$ cat src/rtl/program_loader_if.sv
// Byte-stream input, instruction RAM write port and loader status, bundled for the loader.
interface program_loader_if #(
  parameter int unsigned ADDR_W = 8
);
  logic [7:0]        in_data;
  logic              in_valid;
  logic              in_ready;
  logic [ADDR_W-1:0] mem_waddr;
  logic [7:0]        mem_wdata;
  logic              mem_we;
  logic              core_run;
  logic              load_busy;
  logic              load_error;

  // Stream source / system side.
  modport master (
    output in_data, in_valid,
    input  in_ready, mem_waddr, mem_wdata, mem_we, core_run, load_busy, load_error
  );

  // Loader side.
  modport slave (
    input  in_data, in_valid,
    output in_ready, mem_waddr, mem_wdata, mem_we, core_run, load_busy, load_error
  );
endinterface

$ cat src/rtl/program_loader.sv
// Program loader: parses SYNC/LEN/payload/CHK frames from a byte stream, writes the payload
// into instruction RAM and lets the core run only after a checksum-verified frame.
module program_loader #(
  parameter int unsigned ADDR_W    = 8,
  parameter logic [7:0]  SYNC_BYTE = 8'hA5,
  parameter int unsigned TIMEOUT   = 65535
) (
  input logic              CLK,
  input logic              RESET_N,
  program_loader_if.slave  bus
);

  typedef enum logic [2:0] {StIdle, StLen, StData, StChk, StRun, StErr} state_e;

  localparam int unsigned Depth       = 32'd1 << ADDR_W;
  localparam logic [15:0] TimeoutLast = 16'(TIMEOUT - 1);

  state_e            state_q, state_d;
  logic [7:0]        cnt_q, cnt_d;
  logic [ADDR_W-1:0] addr_q, addr_d;
  logic [7:0]        sum_q, sum_d;
  logic [15:0]       idle_q, idle_d;
  logic              we_q, we_d;
  logic [ADDR_W-1:0] waddr_q, waddr_d;
  logic [7:0]        wdata_q, wdata_d;
  logic              ready_q;
  logic              accept;
  logic              is_sync;
  logic              busy;

  assign accept  = bus.in_valid & ready_q;
  assign is_sync = (bus.in_data == SYNC_BYTE);
  assign busy    = (state_q == StLen) || (state_q == StData) || (state_q == StChk);

  // State and datapath registers; everything returns to reset values asynchronously.
  always_ff @(posedge CLK or negedge RESET_N) begin
    if (!RESET_N) begin
      state_q <= StIdle;
      cnt_q   <= 8'd0;
      addr_q  <= '0;
      sum_q   <= 8'd0;
      idle_q  <= 16'd0;
      we_q    <= 1'b0;
      waddr_q <= '0;
      wdata_q <= 8'd0;
      ready_q <= 1'b0;
    end else begin
      state_q <= state_d;
      cnt_q   <= cnt_d;
      addr_q  <= addr_d;
      sum_q   <= sum_d;
      idle_q  <= idle_d;
      we_q    <= we_d;
      waddr_q <= waddr_d;
      wdata_q <= wdata_d;
      ready_q <= 1'b1;
    end
  end

  // Frame parser, RAM write generation and inter-byte timeout.
  always_comb begin
    state_d = state_q;
    cnt_d   = cnt_q;
    addr_d  = addr_q;
    sum_d   = sum_q;
    idle_d  = 16'd0;
    we_d    = 1'b0;
    waddr_d = waddr_q;
    wdata_d = wdata_q;

    case (state_q)
      StIdle, StRun, StErr: begin
        // A SYNC restarts loading from any resting state; other bytes are dropped.
        if (accept && is_sync) state_d = StLen;
      end
      StLen: begin
        if (accept) begin
          if (bus.in_data == 8'd0 || 32'(bus.in_data) > Depth) begin
            state_d = StErr;
          end else begin
            cnt_d   = bus.in_data;
            addr_d  = '0;
            sum_d   = bus.in_data;
            state_d = StData;
          end
        end
      end
      StData: begin
        // SYNC_BYTE values here are ordinary payload.
        if (accept) begin
          we_d    = 1'b1;
          waddr_d = addr_q;
          wdata_d = bus.in_data;
          addr_d  = addr_q + ADDR_W'(1);
          sum_d   = sum_q + bus.in_data;
          cnt_d   = cnt_q - 8'd1;
          if (cnt_q == 8'd1) state_d = StChk;
        end
      end
      StChk: begin
        if (accept) state_d = (bus.in_data == sum_q) ? StRun : StErr;
      end
      default: state_d = StIdle;
    endcase

    // Idle counter only runs while a frame is open.
    if (busy && !accept) begin
      if (idle_q == TimeoutLast) begin
        state_d = StErr;
      end else begin
        idle_d = idle_q + 16'd1;
      end
    end
  end

  assign bus.in_ready   = ready_q;
  assign bus.mem_we     = we_q;
  assign bus.mem_waddr  = waddr_q;
  assign bus.mem_wdata  = wdata_q;
  assign bus.core_run   = (state_q == StRun);
  assign bus.load_error = (state_q == StErr);
  assign bus.load_busy  = busy;

endmodule

$ cat src/flat_wrapper.sv
// flat-port wrapper written by rule: the top's interface ports become plain ports
module program_loader_flat 
#(
  parameter int unsigned ADDR_W    = 8,
  parameter logic [7:0]  SYNC_BYTE = 8'hA5,
  parameter int unsigned TIMEOUT   = 65535
)
  (CLK, RESET_N, bus_in_data, bus_in_valid, bus_in_ready, bus_mem_waddr, bus_mem_wdata, bus_mem_we, bus_core_run, bus_load_busy, bus_load_error);
  program_loader_if #(.ADDR_W(ADDR_W)) bus_i ();
  input logic CLK;
  input logic RESET_N;
  input wire logic [$bits(bus_i.in_data)-1:0] bus_in_data;
  input wire logic [$bits(bus_i.in_valid)-1:0] bus_in_valid;
  output wire logic [$bits(bus_i.in_ready)-1:0] bus_in_ready;
  output wire logic [$bits(bus_i.mem_waddr)-1:0] bus_mem_waddr;
  output wire logic [$bits(bus_i.mem_wdata)-1:0] bus_mem_wdata;
  output wire logic [$bits(bus_i.mem_we)-1:0] bus_mem_we;
  output wire logic [$bits(bus_i.core_run)-1:0] bus_core_run;
  output wire logic [$bits(bus_i.load_busy)-1:0] bus_load_busy;
  output wire logic [$bits(bus_i.load_error)-1:0] bus_load_error;
  assign bus_i.in_data = bus_in_data;
  assign bus_i.in_valid = bus_in_valid;
  assign bus_in_ready = bus_i.in_ready;
  assign bus_mem_waddr = bus_i.mem_waddr;
  assign bus_mem_wdata = bus_i.mem_wdata;
  assign bus_mem_we = bus_i.mem_we;
  assign bus_core_run = bus_i.core_run;
  assign bus_load_busy = bus_i.load_busy;
  assign bus_load_error = bus_i.load_error;
  program_loader #(.ADDR_W(ADDR_W), .SYNC_BYTE(SYNC_BYTE), .TIMEOUT(TIMEOUT)) u_core (.CLK(CLK), .RESET_N(RESET_N), .bus(bus_i));
endmodule
$ cat config.mk
export PLATFORM = sky130hd
export DESIGN_NAME = program_loader_flat
export DESIGN_NICKNAME = d
export VERILOG_FILES = /design/src/rtl/program_loader_if.sv /design/src/rtl/program_loader.sv /design/src/flat_wrapper.sv
export SDC_FILE = /design/constraint.sdc
export NUM_CORES = 1
export LEC_CHECK = 0
export CAP_MARGIN = 20
export CORE_MARGIN = 1
export CORE_UTILIZATION = 45
export CTS_CLUSTER_SIZE = 8
export DETAILED_ROUTE_END_ITERATION = 16
export GPL_ROUTABILITY_DRIVEN = 0
export GPL_TIMING_DRIVEN = 0
export PLACE_DENSITY = 0.77
export SLEW_MARGIN = 20
export SYNTH_ARGS = -nofsm -noshare
export SYNTH_HDL_FRONTEND = slang
export SYNTH_SLANG_ARGS = --single-unit
$ cat constraint.sdc
create_clock -name CLK -period 1.6 [get_ports CLK]
set_input_delay 0.24 -clock CLK [delete_from_list [all_inputs] [get_ports CLK]]
set_output_delay 0.24 -clock CLK [all_outputs]
set_load 0.1 [all_outputs]
-- Word-level counts from Yosys, hierarchy flattened
Index checks and enable logic that the tools add are counted.
- flip-flop bits (word level): 61
- bits in latches: 0
- memory bits (writable): 0
- memory bits (read-only): 0
- output and inout port bits: 21
- logic and storage cells: 61
- memories: 0
- $add $sub $neg: 4
- multiply operators: 0
- divide/modulo/power cells: 0
- magnitude comparators: 0
- equality and inequality tests: 12
- shift operators: 0
- mux-type cells: 24
- bitwise gates (word level): 1
- reduce and logical (&&, ||, !) cells: 11
- operator list (cell ; number):
    two-way mux 8 bit ; 7
    one-hot mux 8 bit (2 select lines) ; 3
    two-way mux 16 bit ; 2
    two-way mux 3 bit ; 8
    adder 16 x 1 -> 16 bit (second input constant) ; 1
    equality test 16 bit (second input constant) ; 1
    one-hot mux 3 bit (4 select lines) ; 1
    adder 8 x 1 -> 8 bit (second input constant) ; 1
    adder 8 bit ; 1
    equality test 8 x 1 -> 1 bit (second input constant) ; 1
    equality test 8 bit ; 1
    equality test 8 bit (second input constant) ; 1
    zero test 8 bit ; 1
    subtractor 8 x 1 -> 8 bit (second input constant) ; 1
    equality test 3 x 2 -> 1 bit (second input constant) ; 2
    equality test 3 bit (second input constant) ; 2
    inequality test 2 x 1 -> 1 bit (second input constant) ; 2
    AND reduction 4 bit ; 1
    equality test 3 x 1 -> 1 bit (second input constant) ; 1
    zero test 3 bit ; 1
    two-way mux 1 bit ; 3
    OR reduction 3 bit ; 1
    logical AND 1 bit ; 2
    logical OR 1 bit ; 2
    5 further kinds ; 5

-- Depth between registers and ports, before layout
Gate-level depths: netlist (run 1).
- depth after elaboration: 6
- gate-level depth with buffers: 9
- depth with buffers taken out: 9

-- Worst setup path after synthesis (run 1)
OpenSTA, ideal clock, no wires.
- path kind: flip-flop to flip-flop
- start point: register u_core.state_q[0]
- end point: register u_core.idle_q[10]
- setup time: 0.071 ns
- data arrival time: 2.542 ns
- required time: 1.529 ns
- setup slack: -1.014 ns
- cell stages (with the launch flop): 9
- buffers on the path: 3
- cell sequence: dfrtp_1 > buf_2 > nor2_1 > nor2_1 > and2_1 > nand2b_1 > buf_2 > buf_4 > nor2_1
- cells in the longest elaborated chain, start to end: 5
- elaborated cells on any way between the ends: 7
- those cells by class: 3 x eq/ne; 1 x mux; 3 x reduce/logical
- RTL lines (element ; line ; source):
    start, declared ; program_loader.sv:18 ; state_e state_q, state_d;
    start signal, assigned ; program_loader.sv:38 ; state_q <= StIdle;
    start signal, assigned ; program_loader.sv:48 ; state_q <= state_d;
    equality test 3 x 1 -> 1 bit or equality test 3 x 2 -> 1 bit (tied branches) ; program_loader.sv:33 ; assign busy = (state_q == StLen) || (state_q == StData) || (state_q == StChk);
    logical OR 1 bit ; program_loader.sv:33 ;
    logical OR 1 bit * ; program_loader.sv:33 ;
    named net bus_load_busy ; flat_wrapper.sv:19 ; output wire logic [$bits(bus_i.load_busy)-1:0] bus_load_busy;
    logical AND 1 bit * ; program_loader.sv:107 ; if (busy && !accept) begin
    two-way mux 16 bit * ; program_loader.sv:107 ;
    named net u_core.idle_d[10] ; program_loader.sv:22 ; logic [15:0] idle_q, idle_d;
    end signal, assigned ; program_loader.sv:52 ; idle_q <= idle_d;
    end, declared ; program_loader.sv:22 ;
The timed path passes the listed nets; every way through them passes the cells marked *.
A chain may end at the register's enable or synchronous reset.

-- Final worst setup path (run 1)
- start point: register u_core.sum_q[0]
- end point: register u_core.sum_q[6]
- cells in the longest elaborated chain, start to end: 3
- RTL lines (element ; line ; source):
    start, declared ; program_loader.sv:21 ; logic [7:0] sum_q, sum_d;
    start signal, assigned ; program_loader.sv:51 ; sum_q <= sum_d;
    adder 8 bit ; program_loader.sv:95 ; sum_d = sum_q + bus.in_data;
    two-way mux 8 bit ; program_loader.sv:90 ; if (accept) begin
    one-hot mux 8 bit (2 select lines) ; program_loader.sv:71 ; case (state_q)
No other way between the ends. The select of a mux whose other input is x is not followed.

==> results.toml, run 1 <==
[layout]
drive_above_1_share_pct = 46.4
design_area_um2 = 5040
antenna_cells = 0
syn2layout_area_growth_pct = 55.5
layout.nets = 474
finish.utilization_pct = 73.4

[power]
ir_drop_mv = 1.68
leakage_nw = 2.26
p_seq_share_pct = 29.0
p_sw_mw = 3.82
switching_share_pct = 46.4
p_clk_share_pct = 19.1
power.density_nw_per_um2 = 1630
total_power_mw = 8.23
p_int_mw = 4.41
p_comb_share_pct = 51.9

[floorplan]
core_um2 = 6870
fp.dieH_um = 86.9
io_pins = 32
die_w_um = 86.9
start_util_pct = 47.2
placementRows = 30
die_area_um2 = 7550

[cts]
cts_tree = "done"
cts_buffers = 9
htreeDepth = 3
clock_insertion_delay_worst_skew_ns = 0.35
clock_path_buffers = 2
clkTransAtPathRegs_ns = 0.07
cts_root_buffer = "clkbuf_8"
clock-sinks = 61

[min_path]
hold_class = "in2reg"

[yosys]
syn_area_um2 = 3240
synth_nets = 383
ys_seq_area_share_pct = 47.0
synth_edf_count = 0
yosysWarnings = 0
synth-seq-cells = 61
synth.distinct_cells = 51
synthCells = 359
async_flop_share_pct = 100
ys.flop_type = "dfrtp_1"
syn_avg_cell_area_um2 = 9.04

[route]
drtAntennaViolNets = 0
drt_iter0_drc = 180
avgViaCountPerCell = 5.84
first_pass_iters = 7
drc = 0
routed_wl_um = 10400
num_vias = 3220
wl_per_cell_um = 18.9

[job]
drv_cap = 0

[worst_setup_path]
crit_buf_inv = 1
start_kind = "flip-flop"
crit_chain = "ha_4, inv_2, fa_2, nor2b_4, o21ai_2, a21oi_2, o21ai_1, o31ai_1, o22a_1"
path_max_fanout = 3
cpMaxStageDelayCell = "dfrtp_1"
crit_family = "compound AO/OA/AOI/OAI gates"
end_kind = "flip-flop"
crit_type = "reg2reg"
arrival_ns = 2.28
max_stage_delay_ns = 0.41
required_ns = 1.89

[status]
violations = "setup timing"
status = "finished with violations"

[timing]
tightest_slew_ns = 0.563
final-setup-viol-count = 46
fin_ws_ns = -0.391
layout_min_cycle_time_ns = 1.99
skew_ns = 0.00977
max_freq_mhz = 502
finalHoldViolCount = 0
finalMaxSlewViolations = 0
fin_crit_sh_pct = 124
max_slew_margin_pct = 62.1
rsz0062_at_grt = "yes"
whs_ns = 0.191

[global_route]
grtUsageTotal_pct = 23.8
grt_pass1_wl_um = 13900
grt_pass1_vias = 2995
overflow = 0
grt_max_degree = 44
antenna_found_initial = 0

[placed_design]
io_buffers = 30
dpl.hpwl_um = 5160
place_area_um2 = 3770
## final timing paths
kind                                              start                 endpoint  slack, ns  cells after the start
worst max register to register          u_core.sum_q[0]          u_core.sum_q[6]      -0.39                      9
worst max-delay path                    u_core.sum_q[0]          u_core.sum_q[6]      -0.39                      9
worst min register to register  u_core.bus.mem_wdata[5]  u_core.bus.mem_wdata[5]       0.48                      2
min in group asynchronous                       RESET_N         u_core.idle_q[8]       0.30                      2
worst min-delay path                     bus_in_data[4]  u_core.bus.mem_wdata[4]       0.19                      3
max in group asynchronous                       RESET_N          u_core.cnt_q[1]       0.78                      3
## through the flow
stage | setup slack (ns) | std cells | TNS, ns
floorplan | -0.147 | 359 | -1.63
global placement | -2.12 | 485 | -131.28
detailed placement | -0.927 | 486 | -28.55
CTS | -0.223 | 522 | -0.759
global route | -0.452 | 551 | -6.95
finish | -0.391 | 551 | -3.80
## worst reg2reg max path: stages, from the launching register on
cell and delay [ns]:
dfrtp_1 0.41, ha_4 0.16, inv_2 0.04, fa_2 0.38, nor2b_4 0.14, o21ai_2 0.07
a21oi_2 0.19, o21ai_1 0.09, o31ai_1 0.28, o22a_1 0.16
## state kept, by name, summed over array words and instances (netlist names)
name,flops
u_core.bus.mem_wdata,8
u_core.bus.in_ready,1
u_core.cnt_q,8
u_core.idle_q,16
u_core.bus.mem_we,1
u_core.bus.mem_waddr,8
u_core.sum_q,8
u_core.addr_q,8
u_core.state_q,3
## routing by layer
metal / vias up / part of all wire [%] / GRT usage [%]
li1: 1432 / - / -
met1: 1578 / 37 / 28.8
met2: 157 / 53 / 40.5
met3: 53 / 6.5 / 5.88
met4: 0 / 3.7 / 10.0
met5: - / 0 / 0
## power groups by stage
stage	combinational (mW)	clock (mW)	sequential, mW
after floorplan	1.45	0	3.24
after global placement	3.08	0	2.28
after detailed placement	3.15	0	2.29
after CTS	3.44	1.57	2.31
after global routing	4.51	1.64	2.42
final	4.27	1.58	2.38
## layout make-up
cell class | instances | area [um2]
Timing Repair Buffer | 81 | 877
Clock buffer | 11 | 141
Inverter | 12 | 53.8
Multi-Input combinational cell | 273 | 2100
Tap cell | 96 | 120
Buffer | 12 | 140
Sequential cell | 61 | 1530
Clock inverter | 5 | 83.8
Fill cell | 449 | 1820
## cell usage after synthesis (4+ instances only)
cell	count	share of area [%]
nand2_1	71	8.2
dfrtp_1	61	47
nor2_1	40	4.6
a21oi_1	16	2.5
xor2_1	14	3.8
nand3_1	13	2.0
ha_1	12	4.6
inv_1	11	1.3
nand4_1	10	1.9
o21ai_1	9	1.4
nor3_1	7	1.1
o21ai_0	7	1.1
xnor2_1	7	1.9
buf_2	6	0.93
nor4_1	6	1.2
and3_1	5	0.96
clkbuf_1	5	0.58
or3_1	5	0.96
a22oi_1	4	0.93
nand2b_1	4	0.77
## cell usage in the layout (no fill, tap or decap), types with 6 or more instances in the layout
| cell type | n |
|---|---|
| buf_12 | 6 |
| clkdlybuf4s15_2 | 19 |
| nand2_4 | 8 |
| nand3_1 | 11 |
| inv_1 | 9 |
| nor2_2 | 10 |
| buf_4 | 34 |
| clkbuf_8 | 10 |
| ha_1 | 6 |
| o21ai_2 | 8 |
| nand2_1 | 47 |
| buf_6 | 14 |
| dfrtp_1 | 59 |
| nor2_1 | 27 |
| a21oi_2 | 10 |
| buf_2 | 6 |
| nand4_1 | 10 |
| xor2_1 | 13 |
| nand2_2 | 15 |
| buf_8 | 6 |
## logic make-up after synthesis
group | synth area share (%)
other | 0.116
buffers and inverters | 3.47
adders and majority gates | 5.24
DFF | 47.0
and+or+nand+nor | 26.5
AOI/OAI and AO/OA | 11.6
xor gates and xnor gates | 5.67
muxes | 0.347
## repair_timing
action	CTS	global route
pin swaps	32	45
cloned	1	6
buffers inserted	20	25
hold buffers	1	0
setup endpoints to repair	81	55
hold endpoints to repair	18	0
gates resized for setup	142	107
Note: power is estimated with default switching activity, not from simulation.
==> run 2: changes to the inputs <==
HOLD_SLACK_MARGIN = 0.08   (was default)
TNS_END_PERCENT = 100   (was default)
==> results of run 2 <==
Final layout, timing and power as in run 1 (identical DEF).
==> run 3: changes to the inputs <==
CTS_CLUSTER_SIZE = 14   (was 8)
==> results of run 3 <==
Final layout, timing and power as in run 1 (identical DEF).
